## src/rtl/uart_rx_framer.sv

```systemverilog
// uart_rx_framer: UART receive framer for uart_lite.
// Synchronises the serial line and finds the start bit. Recovers 5..9 data bits (LSB first),
// optional parity and 1 or 2 stop bits with a 3-sample mid-bit majority vote.
// Each character is presented with its error flags in a one-entry valid/ready output register.
// Optional feature macro: UART_RX_FRAMER_BREAK_DETECT_EN (line-break detection on break_o).
module uart_rx_framer #(
  parameter int   OVERSAMPLING  = 16,
  parameter logic IDLE_POLARITY = 1'b1,
  parameter int   DATA_BITS     = 8,
  parameter int   PARITY_MODE   = 0,
  parameter int   STOP_BITS     = 1
) (
  input  logic                 clk_i,
  input  logic                 rst_ni,
  input  logic                 rx_i,
  output logic [DATA_BITS-1:0] char_o,
  output logic                 parity_err_o,
  output logic                 frame_err_o,
  output logic                 valid_o,
  input  logic                 ready_i,
  output logic                 overrun_o,
  output logic                 break_o
);

  localparam int                CNT_W         = $clog2(OVERSAMPLING);
  localparam logic [CNT_W-1:0]  BIT_RELOAD    = CNT_W'(OVERSAMPLING - 1);
  localparam logic [CNT_W-1:0]  HALF_RELOAD   = CNT_W'(OVERSAMPLING / 2 - 1);
  localparam logic [CNT_W-1:0]  CNT_TWO       = CNT_W'(2);
  localparam logic [CNT_W-1:0]  CNT_ONE       = CNT_W'(1);
  localparam logic              ACTIVE_LEVEL  = ~IDLE_POLARITY;
  localparam logic [3:0]        LAST_DATA_IDX = 4'(DATA_BITS - 1);
  localparam logic              LAST_STOP_IDX = 1'(STOP_BITS - 1);
  localparam bit                PARITY_EN     = (PARITY_MODE != 0);
  localparam bit                PARITY_ODD    = (PARITY_MODE == 1);

  typedef enum logic [2:0] {
    ST_IDLE,
    ST_START,
    ST_DATA,
    ST_PARITY,
    ST_STOP
  } state_t;

  state_t               state_q;
  state_t               state_d;

  logic                 rx_meta_q;
  logic                 rxs_q;
  logic                 rxs_prev_q;

  logic [CNT_W-1:0]     cnt_q;
  logic                 samp2_q;
  logic                 samp1_q;

  logic [3:0]           bit_idx_q;
  logic                 stop_idx_q;
  logic [DATA_BITS-1:0] shift_q;
  logic                 par_err_q;
  logic                 frm_err_q;

  logic                 vote;
  logic                 decide;
  logic                 start_edge;
  logic                 last_data;
  logic                 last_stop;
  logic                 frame_done;
  logic                 frm_err_fin;
  logic                 is_break;

  // The line is asynchronous: two flops for metastability, a third remembers the previous
  // synchronised level so an idle->active transition can be recognised.
  always_ff @(posedge clk_i or negedge rst_ni) begin
    if (!rst_ni) begin
      rx_meta_q  <= IDLE_POLARITY;
      rxs_q      <= IDLE_POLARITY;
      rxs_prev_q <= IDLE_POLARITY;
    end else begin
      rx_meta_q  <= rx_i;
      rxs_q      <= rx_meta_q;
      rxs_prev_q <= rxs_q;
    end
  end

  // Samples taken at counter 2 and 1 combine with the live level at counter 0.
  assign vote        = (samp2_q & samp1_q) | (samp2_q & rxs_q) | (samp1_q & rxs_q);
  assign decide      = (state_q != ST_IDLE) && (cnt_q == '0);
  assign start_edge  = (rxs_prev_q == IDLE_POLARITY) && (rxs_q == ACTIVE_LEVEL);
  assign last_data   = (bit_idx_q == LAST_DATA_IDX);
  assign last_stop   = (stop_idx_q == LAST_STOP_IDX);
  assign frame_done  = (state_q == ST_STOP) && decide && last_stop;
  assign frm_err_fin = frm_err_q | (vote != IDLE_POLARITY);

  // State register.
  always_ff @(posedge clk_i or negedge rst_ni) begin
    if (!rst_ni) begin
      state_q <= ST_IDLE;
    end else begin
      state_q <= state_d;
    end
  end

  // Next-state logic: every transition out of a bit state happens on a bit decision.
  always_comb begin
    state_d = state_q;
    case (state_q)
      ST_IDLE: begin
        if (start_edge) begin
          state_d = ST_START;
        end
      end
      ST_START: begin
        if (decide) begin
          state_d = (vote == ACTIVE_LEVEL) ? ST_DATA : ST_IDLE;
        end
      end
      ST_DATA: begin
        if (decide && last_data) begin
          state_d = PARITY_EN ? ST_PARITY : ST_STOP;
        end
      end
      ST_PARITY: begin
        if (decide) begin
          state_d = ST_STOP;
        end
      end
      ST_STOP: begin
        if (decide && last_stop) begin
          state_d = ST_IDLE;
        end
      end
      default: begin
        state_d = ST_IDLE;
      end
    endcase
  end

  // Bit timer and vote samples. The first wait is half a bit so decisions land mid-bit;
  // the samples are preloaded on the start edge so very small oversampling still votes sanely.
  always_ff @(posedge clk_i or negedge rst_ni) begin
    if (!rst_ni) begin
      cnt_q   <= '0;
      samp2_q <= IDLE_POLARITY;
      samp1_q <= IDLE_POLARITY;
    end else if (state_q == ST_IDLE) begin
      cnt_q <= start_edge ? HALF_RELOAD : '0;
      if (start_edge) begin
        samp2_q <= rxs_q;
        samp1_q <= rxs_q;
      end
    end else begin
      cnt_q <= (cnt_q == '0) ? BIT_RELOAD : (cnt_q - CNT_ONE);
      if (cnt_q == CNT_TWO) begin
        samp2_q <= rxs_q;
      end
      if (cnt_q == CNT_ONE) begin
        samp1_q <= rxs_q;
      end
    end
  end

  // Frame assembly: data shifts in from the top so the first bit ends up in bit 0;
  // parity and stop errors accumulate until the frame completes.
  always_ff @(posedge clk_i or negedge rst_ni) begin
    if (!rst_ni) begin
      bit_idx_q  <= '0;
      stop_idx_q <= 1'b0;
      shift_q    <= '0;
      par_err_q  <= 1'b0;
      frm_err_q  <= 1'b0;
    end else if (decide) begin
      case (state_q)
        ST_START: begin
          bit_idx_q  <= '0;
          stop_idx_q <= 1'b0;
          par_err_q  <= 1'b0;
          frm_err_q  <= 1'b0;
        end
        ST_DATA: begin
          shift_q   <= {vote, shift_q[DATA_BITS-1:1]};
          bit_idx_q <= bit_idx_q + 4'd1;
        end
        ST_PARITY: begin
          par_err_q <= PARITY_ODD ? ~((^shift_q) ^ vote) : ((^shift_q) ^ vote);
        end
        ST_STOP: begin
          frm_err_q  <= frm_err_fin;
          stop_idx_q <= 1'b1;
        end
        default: begin
        end
      endcase
    end
  end

`ifdef UART_RX_FRAMER_BREAK_DETECT_EN
  logic all_active_q;

  // Tracks whether every data, parity and stop vote so far has been the active level.
  always_ff @(posedge clk_i or negedge rst_ni) begin
    if (!rst_ni) begin
      all_active_q <= 1'b0;
    end else if (decide) begin
      if (state_q == ST_START) begin
        all_active_q <= 1'b1;
      end else begin
        all_active_q <= all_active_q & (vote == ACTIVE_LEVEL);
      end
    end
  end

  assign is_break = all_active_q && (vote == ACTIVE_LEVEL);

  // Break indication rises after an all-active frame and drops once the line is seen idle.
  always_ff @(posedge clk_i or negedge rst_ni) begin
    if (!rst_ni) begin
      break_o <= 1'b0;
    end else if (frame_done && is_break) begin
      break_o <= 1'b1;
    end else if (rxs_q == IDLE_POLARITY) begin
      break_o <= 1'b0;
    end
  end
`else
  assign is_break = 1'b0;
  assign break_o  = 1'b0;
`endif

  // Output slot: a completed frame loads if the slot is empty or being drained this cycle,
  // otherwise it is dropped and reported. The held character never changes while stalled.
  always_ff @(posedge clk_i or negedge rst_ni) begin
    if (!rst_ni) begin
      char_o       <= '0;
      parity_err_o <= 1'b0;
      frame_err_o  <= 1'b0;
      valid_o      <= 1'b0;
      overrun_o    <= 1'b0;
    end else begin
      overrun_o <= 1'b0;
      if (valid_o && ready_i) begin
        valid_o <= 1'b0;
      end
      if (frame_done && !is_break) begin
        if (!valid_o || ready_i) begin
          char_o       <= shift_q;
          parity_err_o <= par_err_q;
          frame_err_o  <= frm_err_fin;
          valid_o      <= 1'b1;
        end else begin
          overrun_o <= 1'b1;
        end
      end
    end
  end

endmodule

```

## config.mk

```make
export PLATFORM = sky130hd
export DESIGN_NAME = uart_rx_framer
export DESIGN_NICKNAME = d
export VERILOG_FILES = /design/src/rtl/uart_rx_framer.sv
export SDC_FILE = /design/constraint.sdc
export NUM_CORES = 1
export LEC_CHECK = 0
export ABC_CLOCK_PERIOD_IN_PS = 2000
export CELL_PAD_IN_SITES_DETAIL_PLACEMENT = 1
export CELL_PAD_IN_SITES_GLOBAL_PLACEMENT = 1
export CORE_UTILIZATION = 45
export CTS_CLUSTER_DIAMETER = 80
export DETAILED_ROUTE_END_ITERATION = 7
export GPL_TIMING_DRIVEN = 0
export PLACE_DENSITY_LB_ADDON = 0.05
export SYNTH_ARGS = -nofsm -noshare
export SYNTH_HDL_FRONTEND = slang
export SYNTH_SLANG_ARGS = --single-unit
```

## constraint.sdc

```tcl
create_clock -name clk_i -period 2 [get_ports clk_i]
set_input_delay 0.3 -clock clk_i [delete_from_list [all_inputs] [get_ports clk_i]]
set_output_delay 0.3 -clock clk_i [all_outputs]
set_load 0.005 [all_outputs]
```

==> results of run 1 <==
-- repair_timing --
action                                  4_1_cts  5_1_grt
gates resized for setup                       4        3
buffers inserted                              1        0
endpoints found under the setup margin       18        4
-- power by group --
group | total (µW) | internal (µW) | switching (µW)
clock network | 780 | 499 | 281
logic | 1110 | 511 | 595
registers | 1140 | 976 | 166
-- worst min path at each step --
stage	endpoint	slack, ns	start
2_1_floorplan	bit_idx_q[0]	0.004	rst_ni
3_3_place_gp	rxs_q	0.35	rx_meta_q
3_5_place_dp	rxs_q	0.35	rx_meta_q
4_1_cts	bit_idx_q[3]	0.14	rst_ni
5_1_grt	bit_idx_q[3]	0.19	rst_ni
6_report	bit_idx_q[3]	0.11	rst_ni
-- Yosys cell counts, drive strengths merged (2+ instances only) --
cell	instances
a21oi	16
a31oi	2
buf	5
clkbuf	5
dfrtp	34
dfstp	5
ha	4
inv	7
mux2	18
nand2	6
nand3	5
nor2	6
nor3	3
nor3b	2
nor4	2
nor4b	2
o21ai	8
o31ai	4
or3	2
xnor2	7
-- worst max-delay path, stage by stage, from the launching register on --
cell,delay (ns)
dfrtp_1,0.43
inv_2,0.12
ha_4,0.17
or3b_4,0.42
o211ai_1,0.20
o311ai_1,0.13
mux2_2,0.28
-- through the flow --
stage          cell area, µm²  hold WS, ns  cells  util, %  TNS [ns]
6_report                 2220        0.105    232     58.5         0
2_1_floorplan            1850      0.00441    160        -         0
4_1_cts                  2210        0.139    232     58.3         0
3_3_place_gp             2060        0.346    223     54.1    -10.32
5_1_grt                  2220        0.186    232     58.5         0
3_5_place_dp             2050        0.353    223     54.0     -1.26
-- state kept, by name, summed over array words and instances, names as in the netlist --
| signal | count |
|---|---|
| rxs_q | 1 |
| state_q | 3 |
| par_err_q | 1 |
| valid_o | 1 |
| cnt_q | 4 |
| stop_idx_q | 1 |
| samp1_q | 1 |
| rx_meta_q | 1 |
| char_o | 8 |
| shift_q | 8 |
| frame_err_o | 1 |
| bit_idx_q | 4 |
| overrun_o | 1 |
| parity_err_o | 1 |
| rxs_prev_q | 1 |
| samp2_q | 1 |
| frm_err_q | 1 |
-- cells by family (layout without fill, tap and decap cells) --
kind of cell	after synthesis	after routing	share of synthesized area, %
multiplexers	18	18	11.0
buffers and inverters	17	41	4.27
AND/OR/NAND/NOR	37	37	12.5
flip-flops	39	39	53.2
XOR/XNOR	8	8	4.54
adder cells (fa/ha/maj)	4	4	2.71
other	1	1	0.203
AO/OA/AOI/OAI	36	36	11.5
-- layer usage --
metal	share of wire, %	vias up	wire (µm)
met5	0	-	0
met4	1.7	0	65
met3	2.9	5	109
met2	51	15	1930
met1	45	643	1690
li1	-	612	-
-- final cells by class --
class / instances / area, µm²
clock buffers: 6 / 72.6
inverters: 7 / 26.3
multi-input cells: 104 / 817
repair buffers: 16 / 153
flip-flops and latches: 39 / 982
plain buffers: 10 / 52.6
fillers: 396 / 1580
well taps: 48 / 60.1
clock inverters: 2 / 60.1
==> out/metrics.csv, run 1 <==
stage,metric,value,unit
timing,Clock Skew,0.00675,ns
worst_setup_path,Worst setup startpoint,cnt_q[0],
timing,setup ws final,0.136,ns
pwr,Worst IR Drop VDD,590,µV
routing,DRT antenna net count,0,
worst_setup_path,CP max FO,6,
routing,Avg WL per Cell,16.4,µm
worst_setup_path,worst reg2reg path startpoint,cnt_q[0],
yosys,leading post-synthesis cells by cell area,"dfrtp_1, mux2_2, dfstp_2, a21oi_1, xnor2_1",
routing,DRC viols,0,
global_route,All-Layer GR Usage,21.2,%
global_route,largest net degree at the start of global routing,40,
global_route,gr ovfl total,0,
global_route,GRT Max-Usage Layer,met2,
global_route,met1 Use GR,26.2,%
worst_setup_path,arrival time at the worst endpoint,2.05,ns
timing,slew margin rel.,43.3,%
routing,first-pass iteration count of the detailed router,4,
clock_tree,"Hold-fix buffers, CTS",0,
clock_tree,clock-pin slew on the worst setup and hold paths,0.08,ns
timing,Final setup viols,0,
timing,final slew viol count,0,
floorplanning,Die Area,4360,µm²
timing,Period minus WS final,1.86,ns
finish,area delta synth->final,20.5,%
place,post-place setup slack,-0.151,ns
finish,most frequent cells in the layout,"dfrtp_1, mux2_2, a21oi_1",
worst_setup_path,crit path launch type,flop,
yosys,Post-synth ARST share,100,%
worst_setup_path,reg-to-reg endpoint,state_q[1],
yosys,Yosys warnings,0,
clock_tree,clk buf depth,2,
timing,RSZ-0062 raised after global routing,no,
floorplanning,Core Rows,22,
clock_tree,cts bufs inserted,5,
yosys,Yosys top cell by area,dfrtp_1,
worst_setup_path,Setup crit end kind,flop,
clock_tree,CTS tree,built,
worst_setup_path,r2r setup slk,0.14,ns
timing,Final Hold Violating Endpoints,0,
floorplanning,die width,66.0,µm
global_route,M2 GR Usage,35.1,%
routing,DRT iter0 DRCs,80,
yosys,sequential area share after synthesis,53.2,%
pwr,pwr dens,1360,nW/µm²
clock_tree,Root Buffer,clkbuf_8,
routing,Routed WL,3800,µm
global_route,vias in the first global route,1329,
yosys,Syn Inst Count,160,
timing,"Period Utilization, post-route",93.2,%
floorplanning,core footprint,3800,µm²
finish,Nets,191,
global_route,M3 GR Usage,5.17,%
worst_setup_path,Crit Path Class,flop to flop,
worst_setup_path,"Data required, critical path",2.19,ns
global_route,first-pass GRT wire length,6670,µm
place,Detailed Place HPWL,2640,µm
worst_setup_path,R2R cell count,6,
yosys,Mapped Nets,168,
floorplanning,Die Y,66.0,µm
yosys,cell area after synthesis,1850,µm²
pwr,P_leak,0.000984,µW
clock_tree,clk_lat worst skew,0.29,ns
timing,Least-Margin Pin Slew,0.851,ns
finish,n_diodes,0,
finish,"leading cell type in the layout, fill and taps excluded",dfrtp_1,
worst_setup_path,critical path endpoint,state_q[1],
routing,detailed-route via count,1275,
clock_tree,H-tree depth,2,
yosys,"EDFF count, synth",0,
flow_run,MaxCap Viol Count,0,
status,status,finished clean,
floorplanning,initial core utilization,48.6,%
pwr,Overall Power,3030,µW
global_route,antenna violations before repair,0,
place,gpl congestion,0.779,
yosys,synth unique cells,41,
floorplanning,# IOs,17,
hold_path,Hold Crit Class,primary input to async pin,
place,Port Buffer Count,15,
yosys,syn_area_per_cell,11.5,µm²
yosys,"Top FF cell, synth",dfrtp_1,
yosys,post-synth top area share,46.1,%
timing,fmax,0.536,GHz
finish,share of cells above drive strength 1,25.0,%
clock_tree,clk sinks,39,
yosys,Seq cells post-synth,39,
routing,post-DR vias/cell,5.50,
Note: power is estimated with default switching activity, not from simulation.
==> inputs of run 2 (changes only) <==
--- a/config.mk
+++ b/config.mk
@@ -7,6 +7,6 @@
 export LEC_CHECK = 0
-export ABC_CLOCK_PERIOD_IN_PS = 2000
+export ABC_CLOCK_PERIOD_IN_PS = 1700
 export CELL_PAD_IN_SITES_DETAIL_PLACEMENT = 1
 export CELL_PAD_IN_SITES_GLOBAL_PLACEMENT = 1
-export CORE_UTILIZATION = 45
+export CORE_UTILIZATION = 41
 export CTS_CLUSTER_DIAMETER = 80
==> constraint.sdc (replaced) <==
create_clock -name clk_i -period 1.7 [get_ports clk_i]
set_input_delay 0.34 -clock clk_i [delete_from_list [all_inputs] [get_ports clk_i]]
set_output_delay 0.34 -clock clk_i [all_outputs]
set_load 0.005 [all_outputs]
==> run 2 against run 1 <==
The flow now finishes with violations (setup timing). Global-route usage shrank 1.6 points. Highest routed layer unchanged. Maximum frequency increased by 2.8%. Largest power group is now combinational logic. Final cell count up 6.9%. Largest cell class unchanged. Sequential power grew 18%. Sequential share of layout area down 3.0 points. Combinational power increased by 52%. Critical endpoint unchanged. Clock skew fell by 0.0010 ns. Clock power grew 18%. Non-clock buffer count grew 12.
==> out/metrics.csv, run 2 (synthesis gave the netlist of run 1 again) <==
stage,metric,value,unit
timing,worst hold margin,0.157,ns
clock_tree,cts bufs inserted,5,
global_route,largest net degree at the start of global routing,40,
routing,Avg WL per Cell,17.9,µm
finish,most frequent cells in the layout,"dfrtp_1, mux2_2, a21oi_1, buf_4, clkdlybuf4s50_1",
worst_setup_path,Setup crit end kind,flop,
global_route,M3 GR Usage,4.09,%
pwr,P_leak,0.00107,µW
timing,Clock Skew,0.00572,ns
timing,slew margin rel.,41.9,%
pwr,pwr dens,1650,nW/µm²
clock_tree,CTS tree,built,
floorplanning,# IOs,17,
global_route,All-Layer GR Usage,19.6,%
global_route,M2 GR Usage,32.4,%
timing,Least-Margin Pin Slew,0.871,ns
hold_path,Hold Crit Class,primary input to async pin,
clock_tree,clk sinks,39,
timing,Period minus WS final,1.81,ns
clock_tree,Root Buffer,clkbuf_8,
place,Detailed Place HPWL,2620,µm
global_route,met1 Use GR,25.7,%
clock_tree,clk buf depth,2,
timing,RSZ-0062 raised after global routing,yes,
worst_setup_path,"Data required, critical path",1.87,ns
status,failing checks,setup timing,
timing,"Period Utilization, post-route",107,%
pwr,Worst IR Drop VDD,640,µV
routing,DRC viols,0,
worst_setup_path,arrival time at the worst endpoint,1.99,ns
routing,detailed-route via count,1379,
clock_tree,clk_lat worst skew,0.29,ns
clock_tree,"Hold-fix buffers, CTS",0,
timing,Final Hold Violating Endpoints,0,
routing,first-pass iteration count of the detailed router,4,
status,status,"complete, but fails checks",
timing,Final setup viols,4,
routing,post-DR vias/cell,5.56,
finish,Final Cell Area,2390,µm²
flow_run,MaxCap Viol Count,0,
clock_tree,clock-pin slew on the worst setup and hold paths,0.08,ns
global_route,gr ovfl total,0,
routing,Routed WL,4440,µm
worst_setup_path,Crit Path Class,flop to flop,
worst_setup_path,crit path launch type,flop,
routing,DRT iter0 DRCs,54,
finish,share of cells above drive strength 1,35.7,%
finish,n_diodes,0,
finish,area delta synth->final,29.3,%
global_route,antenna violations before repair,0,
floorplanning,die width,69.1,µm
finish,Nets,203,
routing,DRT antenna net count,0,
place,gpl congestion,0.752,
place,Port Buffer Count,15,
timing,final slew viol count,0,
floorplanning,initial core utilization,42.4,%
floorplanning,Die Area,4770,µm²
floorplanning,Die Y,69.1,µm
timing,fmax,0.551,GHz
finish,fill cell count,461,
finish,"leading cell type in the layout, fill and taps excluded",dfrtp_1,
clock_tree,H-tree depth,2,
worst_setup_path,CP max FO,5,
floorplanning,core footprint,4350,µm²
global_route,GRT Max-Usage Layer,met2,
global_route,vias in the first global route,1462,
place,"Cell Area, Placed",2070,µm²
global_route,first-pass GRT wire length,7350,µm
finish,Largest regs,"char_o (8), shift_q (8)",
timing,setup ws final,-0.114,ns
floorplanning,Core Rows,24,
==> run 2: cell types whose count changed in the layout (fill, tap and decap cells not counted), moves of 2 or more <==
cell / previous run / this run
nor3_1: 3 / 1
o21ai_1: 2 / 4
o21ai_0: 6 / 4
nor3_2: 0 / 2
buf_4: 2 / 15
clkbuf_1: 6 / 4
==> run 2: through the flow <==
step | instances | utilization, % | power [µW] | worst slack (ns) | setup TNS, ns
2_1_floorplan | 160 | - | 2280 | -0.0114 | -0.0114
3_3_place_gp | 227 | 47.7 | 2550 | -0.652 | -27.33
4_1_cts | 246 | 53.6 | 3800 | -0.0684 | -0.123
3_5_place_dp | 227 | 47.6 | 2610 | -0.279 | -4.53
5_1_grt | 248 | 54.8 | 4190 | -0.172 | -1.53
6_report | 248 | 54.8 | 3940 | -0.114 | -0.130
==> run 2: area by class of cell <==
cell class / instances / area (µm²) / share of cell area (%)
clock inverter: 2 / 60.1 / 2.52
tap: 52 / 65.1 / 2.73
buffer: 9 / 56.3 / 2.36
timing repair buffer: 29 / 250 / 10.5
clock buffer: 6 / 72.6 / 3.04
multi-input combinational: 104 / 873 / 36.6
sequential: 39 / 982 / 41.2
inverter: 7 / 26.3 / 1.10
==> run 2: timing repair <==
item,CTS,global route
pin swaps,4,3
endpoints found under the setup margin,22,28
gates cloned,0,0
gates resized for setup,12,12
setup buffers,11,4
==> run 2: worst max-delay path, stage by stage (launching register included) <==
cell      delay, ns
dfrtp_1        0.39
inv_2          0.08
ha_4           0.16
or3b_4         0.39
o211ai_1       0.22
o311ai_1       0.16
mux2_2         0.29
==> run 2: per-layer routing <==
layer	part of all wire (%)	wire length, µm	up-vias
met5	0	0	-
met4	1.4	60	0
met3	2.3	104	5
met2	52	2310	30
met1	44	1960	705
li1	-	-	639
==> run 2: final timing paths <==
| kind | endpoint | start | slack [ns] | cells past startpoint |
|---|---|---|---|---|
| worst min-delay path | cnt_q[2] | rst_ni | 0.16 | 1 |
| min in group clk_i | rxs_q | rx_meta_q | 0.36 | 0 |
| worst min register to register | rxs_q | rx_meta_q | 0.36 | 0 |
| worst max register to register | state_q[1] | cnt_q[1] | -0.11 | 6 |
| max in group asynchronous | bit_idx_q[1] | rst_ni | 0.98 | 1 |
| worst max-delay path | state_q[1] | cnt_q[1] | -0.11 | 6 |
==> run 2: report_power, final <==
part           internal (µW)  switching, µW  leakage, µW
clock                    587            330    0.0000654
sequential              1150            191     0.000495
combinational            798            889     0.000507
total                   2530           1410      0.00107
==> inputs of run 3 (changes only) <==
Settings changed: CTS_CLUSTER_DIAMETER 80 to 40, HOLD_SLACK_MARGIN set to 0.1.
==> results of run 3 <==
Same layout as run 2: the final DEF is identical, and so are final timing and power.
